### config.mk
export PLATFORM = sky130hd
export DESIGN_NAME = cpu_core_param
export DESIGN_NICKNAME = d
export VERILOG_FILES = /design/src/rtl/cpu_core_param.sv
export SDC_FILE = /design/constraint.sdc
export NUM_CORES = 1
export LEC_CHECK = 0
export BUFFER_PORTS_ARGS = -buffer_cell sky130_fd_sc_hd__buf_2
export CORE_MARGIN = 2
export CORE_UTILIZATION = 57
export CTS_CLUSTER_SIZE = 30
export DETAILED_ROUTE_END_ITERATION = 16
export PLACE_DENSITY = 0.75
export SLEW_MARGIN = 25
export SYNTH_ARGS = -nofsm -noshare
export SYNTH_HDL_FRONTEND = slang
export SYNTH_SLANG_ARGS = --single-unit
### constraint.sdc
create_clock -name clk -period 4.2 [get_ports clk]
set_clock_uncertainty 0.15 [all_clocks]
set_input_delay 0.42 -clock clk [delete_from_list [all_inputs] [get_ports clk]]
set_output_delay 0.42 -clock clk [all_outputs]
set_load 0.03 [all_outputs]
### src/rtl/cpu_core_param.sv
// cpu_core_param: parametrised multi-cycle register machine with a unified
// memory, a program-load port and valid/ready input/output channels.
module cpu_core_param #(
    parameter int DATA_W = 8,
    parameter int ADDR_W = 4,
    parameter int REG_W  = 2,
    localparam int IW    = 4 + 2 * REG_W + DATA_W
) (
    input  logic              clk,
    input  logic              reset,
    input  logic              run_en,
    input  logic              prog_we,
    input  logic [ADDR_W-1:0] prog_addr,
    input  logic [IW-1:0]     prog_data,
    input  logic [DATA_W-1:0] in_data,
    input  logic              in_valid,
    output logic              in_ready,
    output logic [DATA_W-1:0] out_data,
    output logic              out_valid,
    input  logic              out_ready,
    output logic [ADDR_W-1:0] pc,
    output logic [IW-1:0]     ir,
    output logic [3:0]        flags,
    output logic              halted,
    input  logic [REG_W-1:0]  dbg_sel,
    output logic [DATA_W-1:0] dbg_data
);

    localparam int DEPTH = 2 ** ADDR_W;
    localparam int NREG  = 2 ** REG_W;
    localparam logic [DATA_W-1:0] DW_C = DATA_W[DATA_W-1:0];

    typedef enum logic [2:0] {
        S_IDLE, S_FETCH, S_EXEC, S_IN, S_OUT, S_HALT
    } state_t;

    state_t            state_q;
    logic [IW-1:0]     mem [DEPTH];
    logic [DATA_W-1:0] rf_q [NREG];
    logic [ADDR_W-1:0] pc_q;
    logic [IW-1:0]     ir_q;
    logic [3:0]        flags_q;
    logic [DATA_W-1:0] out_q;
    logic              ov_q;
    logic              rdy_q;
    logic              halt_q;

    logic [3:0]        opc;
    logic [REG_W-1:0]  rd;
    logic [REG_W-1:0]  rs;
    logic [DATA_W-1:0] imm;
    logic [ADDR_W-1:0] tgt;
    logic [DATA_W-1:0] rd_v;
    logic [DATA_W-1:0] rs_v;

    assign opc  = ir_q[IW-1 -: 4];
    assign rd   = ir_q[IW-5 -: REG_W];
    assign rs   = ir_q[IW-5-REG_W -: REG_W];
    assign imm  = ir_q[DATA_W-1:0];
    assign tgt  = imm[ADDR_W-1:0];
    assign rd_v = rf_q[rd];
    assign rs_v = rf_q[rs];

    logic [DATA_W:0]     add_d;
    logic [DATA_W:0]     sub_d;
    logic [DATA_W-1:0]   sh_d;
    logic [2*DATA_W-1:0] rol_w;
    logic [DATA_W-1:0]   rol_d;
    logic                take_d;

    // Top bit of the widened difference is the borrow.
    assign add_d = {1'b0, rd_v} + {1'b0, rs_v};
    assign sub_d = {1'b0, rd_v} - {1'b0, rs_v};
    assign sh_d  = imm % DW_C;
    assign rol_w = {rd_v, rd_v} << sh_d;
    assign rol_d = rol_w[2*DATA_W-1 -: DATA_W];

    always_comb begin
        take_d = 1'b0;
        unique case (rd[1:0])
            2'd0: take_d = flags_q[0];
            2'd1: take_d = flags_q[1];
            2'd2: take_d = flags_q[2];
            2'd3: take_d = flags_q[3];
        endcase
    end

    always_ff @(posedge clk) begin
        if (state_q == S_IDLE && prog_we)
            mem[prog_addr] <= prog_data;
        else if (state_q == S_EXEC && opc == 4'h3)
            mem[tgt] <= IW'(rd_v);
    end

    always_ff @(posedge clk or negedge reset) begin
        if (!reset) begin
            state_q <= S_IDLE;
            pc_q    <= '0;
            ir_q    <= '0;
            flags_q <= '0;
            out_q   <= '0;
            ov_q    <= 1'b0;
            rdy_q   <= 1'b0;
            halt_q  <= 1'b0;
            for (int i = 0; i < NREG; i++)
                rf_q[i] <= '0;
        end else begin
            unique case (state_q)
                S_IDLE:
                    if (run_en) state_q <= S_FETCH;
                S_FETCH:
                    if (!run_en) begin
                        state_q <= S_IDLE;
                    end else begin
                        ir_q    <= mem[pc_q];
                        pc_q    <= pc_q + 1'b1;
                        state_q <= S_EXEC;
                    end
                S_EXEC: begin
                    state_q <= S_FETCH;
                    unique case (opc)
                        4'h1: rf_q[rd] <= imm;
                        4'h2: rf_q[rd] <= mem[tgt][DATA_W-1:0];
                        4'h4: rf_q[rd] <= rs_v;
                        4'h5: begin
                            rf_q[rd] <= add_d[DATA_W-1:0];
                            flags_q  <= {add_d[DATA_W], flags_q[2:1],
                                         add_d[DATA_W-1:0] == '0};
                        end
                        4'h6: begin
                            rf_q[rd] <= sub_d[DATA_W-1:0];
                            flags_q  <= {sub_d[DATA_W], flags_q[2:1],
                                         sub_d[DATA_W-1:0] == '0};
                        end
                        4'h7: begin
                            rf_q[rd] <= rd_v & rs_v;
                            flags_q  <= {1'b0, flags_q[2:1],
                                         (rd_v & rs_v) == '0};
                        end
                        4'h8: begin
                            rf_q[rd] <= rd_v | rs_v;
                            flags_q  <= {1'b0, flags_q[2:1],
                                         (rd_v | rs_v) == '0};
                        end
                        4'h9: begin
                            rf_q[rd] <= rd_v ^ rs_v;
                            flags_q  <= {1'b0, flags_q[2:1],
                                         (rd_v ^ rs_v) == '0};
                        end
                        4'hA: begin
                            rf_q[rd] <= rol_d;
                            flags_q  <= {flags_q[3:1], rol_d == '0};
                        end
                        4'hB: flags_q <= {sub_d[DATA_W], rd_v < rs_v,
                                          rd_v > rs_v, rd_v == rs_v};
                        4'hC: pc_q <= tgt;
                        4'hD: if (take_d) pc_q <= tgt;
                        4'hE:
                            if (rs[0]) begin
                                out_q   <= rd_v;
                                ov_q    <= 1'b1;
                                state_q <= S_OUT;
                            end else begin
                                rdy_q   <= 1'b1;
                                state_q <= S_IN;
                            end
                        4'hF: begin
                            halt_q  <= 1'b1;
                            state_q <= S_HALT;
                        end
                        default: ;
                    endcase
                end
                S_IN:
                    if (in_valid && rdy_q) begin
                        rf_q[rd] <= in_data;
                        rdy_q    <= 1'b0;
                        state_q  <= S_FETCH;
                    end
                S_OUT:
                    if (ov_q && out_ready) begin
                        ov_q    <= 1'b0;
                        state_q <= S_FETCH;
                    end
                S_HALT: ;
                default: state_q <= S_IDLE;
            endcase
        end
    end

    assign in_ready  = rdy_q;
    assign out_data  = out_q;
    assign out_valid = ov_q;
    assign pc        = pc_q;
    assign ir        = ir_q;
    assign flags     = flags_q;
    assign halted    = halt_q;
    assign dbg_data  = rf_q[dbg_sel];

endmodule

==> out/results.tsv <==
metric	value	unit
status	complete, no violations	
CP dominant cell by count	buf_4	
crit-path max cell delay	780	ps
Layout Area Growth over Synthesis	14.19	%
GRT Overall Usage	40.43	%
Post CTS Setup Buffer Count	0	
# rows	65	
final setup vio count	0	
asr flop ratio synth	21.47	%
Crit Path Max Fanout	7	
DRC Markers	0	
fraction of layout cells with a size suffix above 1	27.57	%
worst slew pin tran	1116	ps
fmax	0.2511	GHz
main flop type after synthesis	edfxtp_1	
fin crit period	3982	ps
CP arrival	4240	ps
RSZ-0062 raised after global routing	no	
slowest stage cell, crit path	a2111oi_0	
syn_nets	1509	
iteration-0 DRC count of the detailed router	1996	
Clk pin slew, worst setup/hold paths	60	ps
initial core utilization	57.95	%
crit end category	register	
CP startpoint kind	register	
Die Span Y	183.1	µm
met2 Use GR	65.47	%
Detail Route Antenna Nets	0	
Synth warnings	0	
post-route insts no fill	1980	
Core Region	31560	µm²
Post-DP HPWL	45580	µm
GP Congestion	1.065	
post-synth cell types	81	
Hold Slack	40.31	ps
Final Slew Violations	0	
CTS Sinks	326	
vias in the first global route	14610	
dpl ws	167.5	ps
met3 Use GR	7.943	%
H-tree depth	2	
Pre-antenna DRT Iters	6	
Mapped Cells	1446	
wire length per cell	33.54	µm
relative slew slack	25.33	%
ANT cells	0	
Avg Cell Area, Syn	12.65	µm²
Synth Cell Area	18290	µm²
VDD IR max	431.5	µV
CTS tree	built	
Post-Route WL	66410	µm
DP Cell Count	1914	
Leak	0.007524	µW
# port buffers	78	
Crit Path Class	reg -> reg	
worst skew pair latency	530	ps
Max-Cap Viols	0	
grt met1 use	50.55	%
CP cell instances	buf_4, mux4_2, inv_1, ha_1, o21ba_2, o21bai_1, xor2_1, o21ai_0, a2111oi_0, buf_4, a31oi_1	
Required @ worst endpoint	4460	ps
Crit path max-delay family	compound AO/OA/AOI/OAI gates	
period utilisation layout	94.81	%
vias per std cell	7.416	
overall via count from detail_route	14680	
count of final hold-check violations	0	
Power Dens Cells	916.1	nW/µm²
Bufs and invs on worst path	3	
worst setup margin	217.9	ps
die width	183.1	µm
initial antenna violation count	0	
first-pass GRT wire length	97550	µm
overall power	19130	µW
setup TNS	0	ps
largest net degree at the start of global routing	71	
Hold Crit Class	in -> reg	
Nets	1614	
sequential element share of the synthesized area	51.61	%
Yosys reg bits	326	
num ports	79	
die area	33530	µm²
grt ovf	0	
CTS max path bufs	3	
TritonCTS Buffers	36	
root buffer cell	clkbuf_16	
gr busiest metal	met2	
number of synthesized flops with an enable pin	256	
==> logic make-up (layout without fill, tap and decap cells) <==
family	after synthesis	in the layout	share of synthesized area, %
and+or+nand+nor	373	373	9.948
AOI/OAI and AO/OA	364	364	12.85
DFF	326	326	51.61
muxes	199	199	20.22
buffers and inverters	153	285	3.250
adders and majority gates	27	27	1.929
xor gates and xnor gates	4	4	0.1916
==> path summary, 6_finish.rpt <==
check	start	to	slack, ps	cells past startpoint
worst max-delay path	ir[10]$_DFFE_PN0P_	rf_q[3]$_DFFE_PN0P_	220	11
min in group asynchronous	reset	rf_q[30]$_DFFE_PN0P_	310	2
worst min register to register	out_data[7]$_DFFE_PN0P_	out_data[7]$_DFFE_PN0P_	320	2
max in group asynchronous	reset	ir[0]$_DFFE_PN0P_	2930	2
worst min-delay path	in_data[4]	rf_q[20]$_DFFE_PN0P_	40	3
worst max register to register	ir[10]$_DFFE_PN0P_	rf_q[3]$_DFFE_PN0P_	220	11
==> cell usage after synthesis (5+ instances only) <==
| cell type | number | share of area (%) |
|---|---|---|
| a211oi_1 | 12 | 0.49 |
| a21o_1 | 8 | 0.33 |
| a21oi_1 | 86 | 2.4 |
| a221o_1 | 7 | 0.38 |
| a221oi_1 | 6 | 0.29 |
| a222oi_1 | 6 | 0.33 |
| a22o_1 | 5 | 0.24 |
| a22oi_1 | 9 | 0.37 |
| a31oi_1 | 18 | 0.62 |
| and2_1 | 15 | 0.51 |
| and3_1 | 10 | 0.34 |
| buf_1 | 7 | 0.14 |
| buf_2 | 10 | 0.27 |
| clkbuf_1 | 98 | 2.0 |
| dfrtp_1 | 70 | 9.6 |
| edfxtp_1 | 256 | 42 |
| ha_1 | 25 | 1.7 |
| inv_1 | 35 | 0.72 |
| mux2_2 | 32 | 2.0 |
| mux2i_1 | 33 | 1.8 |
| mux4_2 | 133 | 16 |
| nand2_1 | 108 | 2.2 |
| nand2b_1 | 16 | 0.55 |
| nand3_1 | 26 | 0.71 |
| nand4_1 | 12 | 0.41 |
| nor2_1 | 97 | 2.0 |
| nor2b_1 | 14 | 0.48 |
| nor3_1 | 30 | 0.82 |
| nor3b_1 | 7 | 0.29 |
| nor4_1 | 6 | 0.21 |
| o2111ai_1 | 7 | 0.34 |
| o211ai_1 | 17 | 0.70 |
| o21ai_0 | 97 | 2.7 |
| o21ai_1 | 9 | 0.25 |
| o22ai_1 | 10 | 0.34 |
| o31ai_1 | 13 | 0.53 |
| or3_1 | 5 | 0.17 |
| or4_1 | 5 | 0.21 |
==> through the flow <==
step | cell area (µm²) | util (%)
floorplan | 18290 | -
global placement | 19620 | 62.18
detailed placement | 19650 | 62.28
CTS | 20880 | 66.16
global route | 20880 | 66.18
finish | 20880 | 66.18
==> routing by layer <==
layer | part of all wire (%) | up-vias
met3 | 10 | 314
met2 | 48 | 1129
met5 | 0 | -
li1 | - | 5953
met4 | 7.6 | 0
met1 | 35 | 7287
==> power by group <==
| part | switching, µW | total [µW] | internal (µW) |
|---|---|---|---|
| combinational | 6930 | 11200 | 4310 |
| clock | 1350 | 3240 | 1890 |
| sequential | 782 | 4650 | 3870 |
| total | 9060 | 19100 | 10100 |
==> flip-flops by register name, summed over array words and instances (netlist names) <==
name / count
mem: 256
rf_q: 32
ir: 16
out_data: 8
flags: 4
pc: 4
state_q: 3
halted: 1
in_ready: 1
out_valid: 1
==> layout make-up <==
class / count / area, µm²
tap: 402 / 503.0
fill: 2290 / 10670
multi-input combinational: 967 / 8335
clock buffer: 45 / 1006
timing repair buffer: 184 / 1245
inverter: 36 / 135.1
sequential: 326 / 9450
clock inverter: 20 / 207.7
==> placed cells by master, fill, tap and decap left out, types with 35 or more instances in the layout <==
cell type	count
nor2_1	81
edfxtp_1	256
buf_2	77
o21ai_0	97
buf_4	101
inv_1	35
clkbuf_16	37
dfrtp_1	65
a21oi_1	86
mux4_2	133
nand2_1	108
==> tightest hold or removal path, stage by stage <==
cell	delay, ps
buf_2	120
nand4_1	70
nand3_1	70
==> timing repair <==
item,CTS,global route
hold endpoints to repair,70,0
resized for setup,0,1
hold buffers,1,0
setup endpoints to repair,0,3
(Power assumes the default switching activity.)
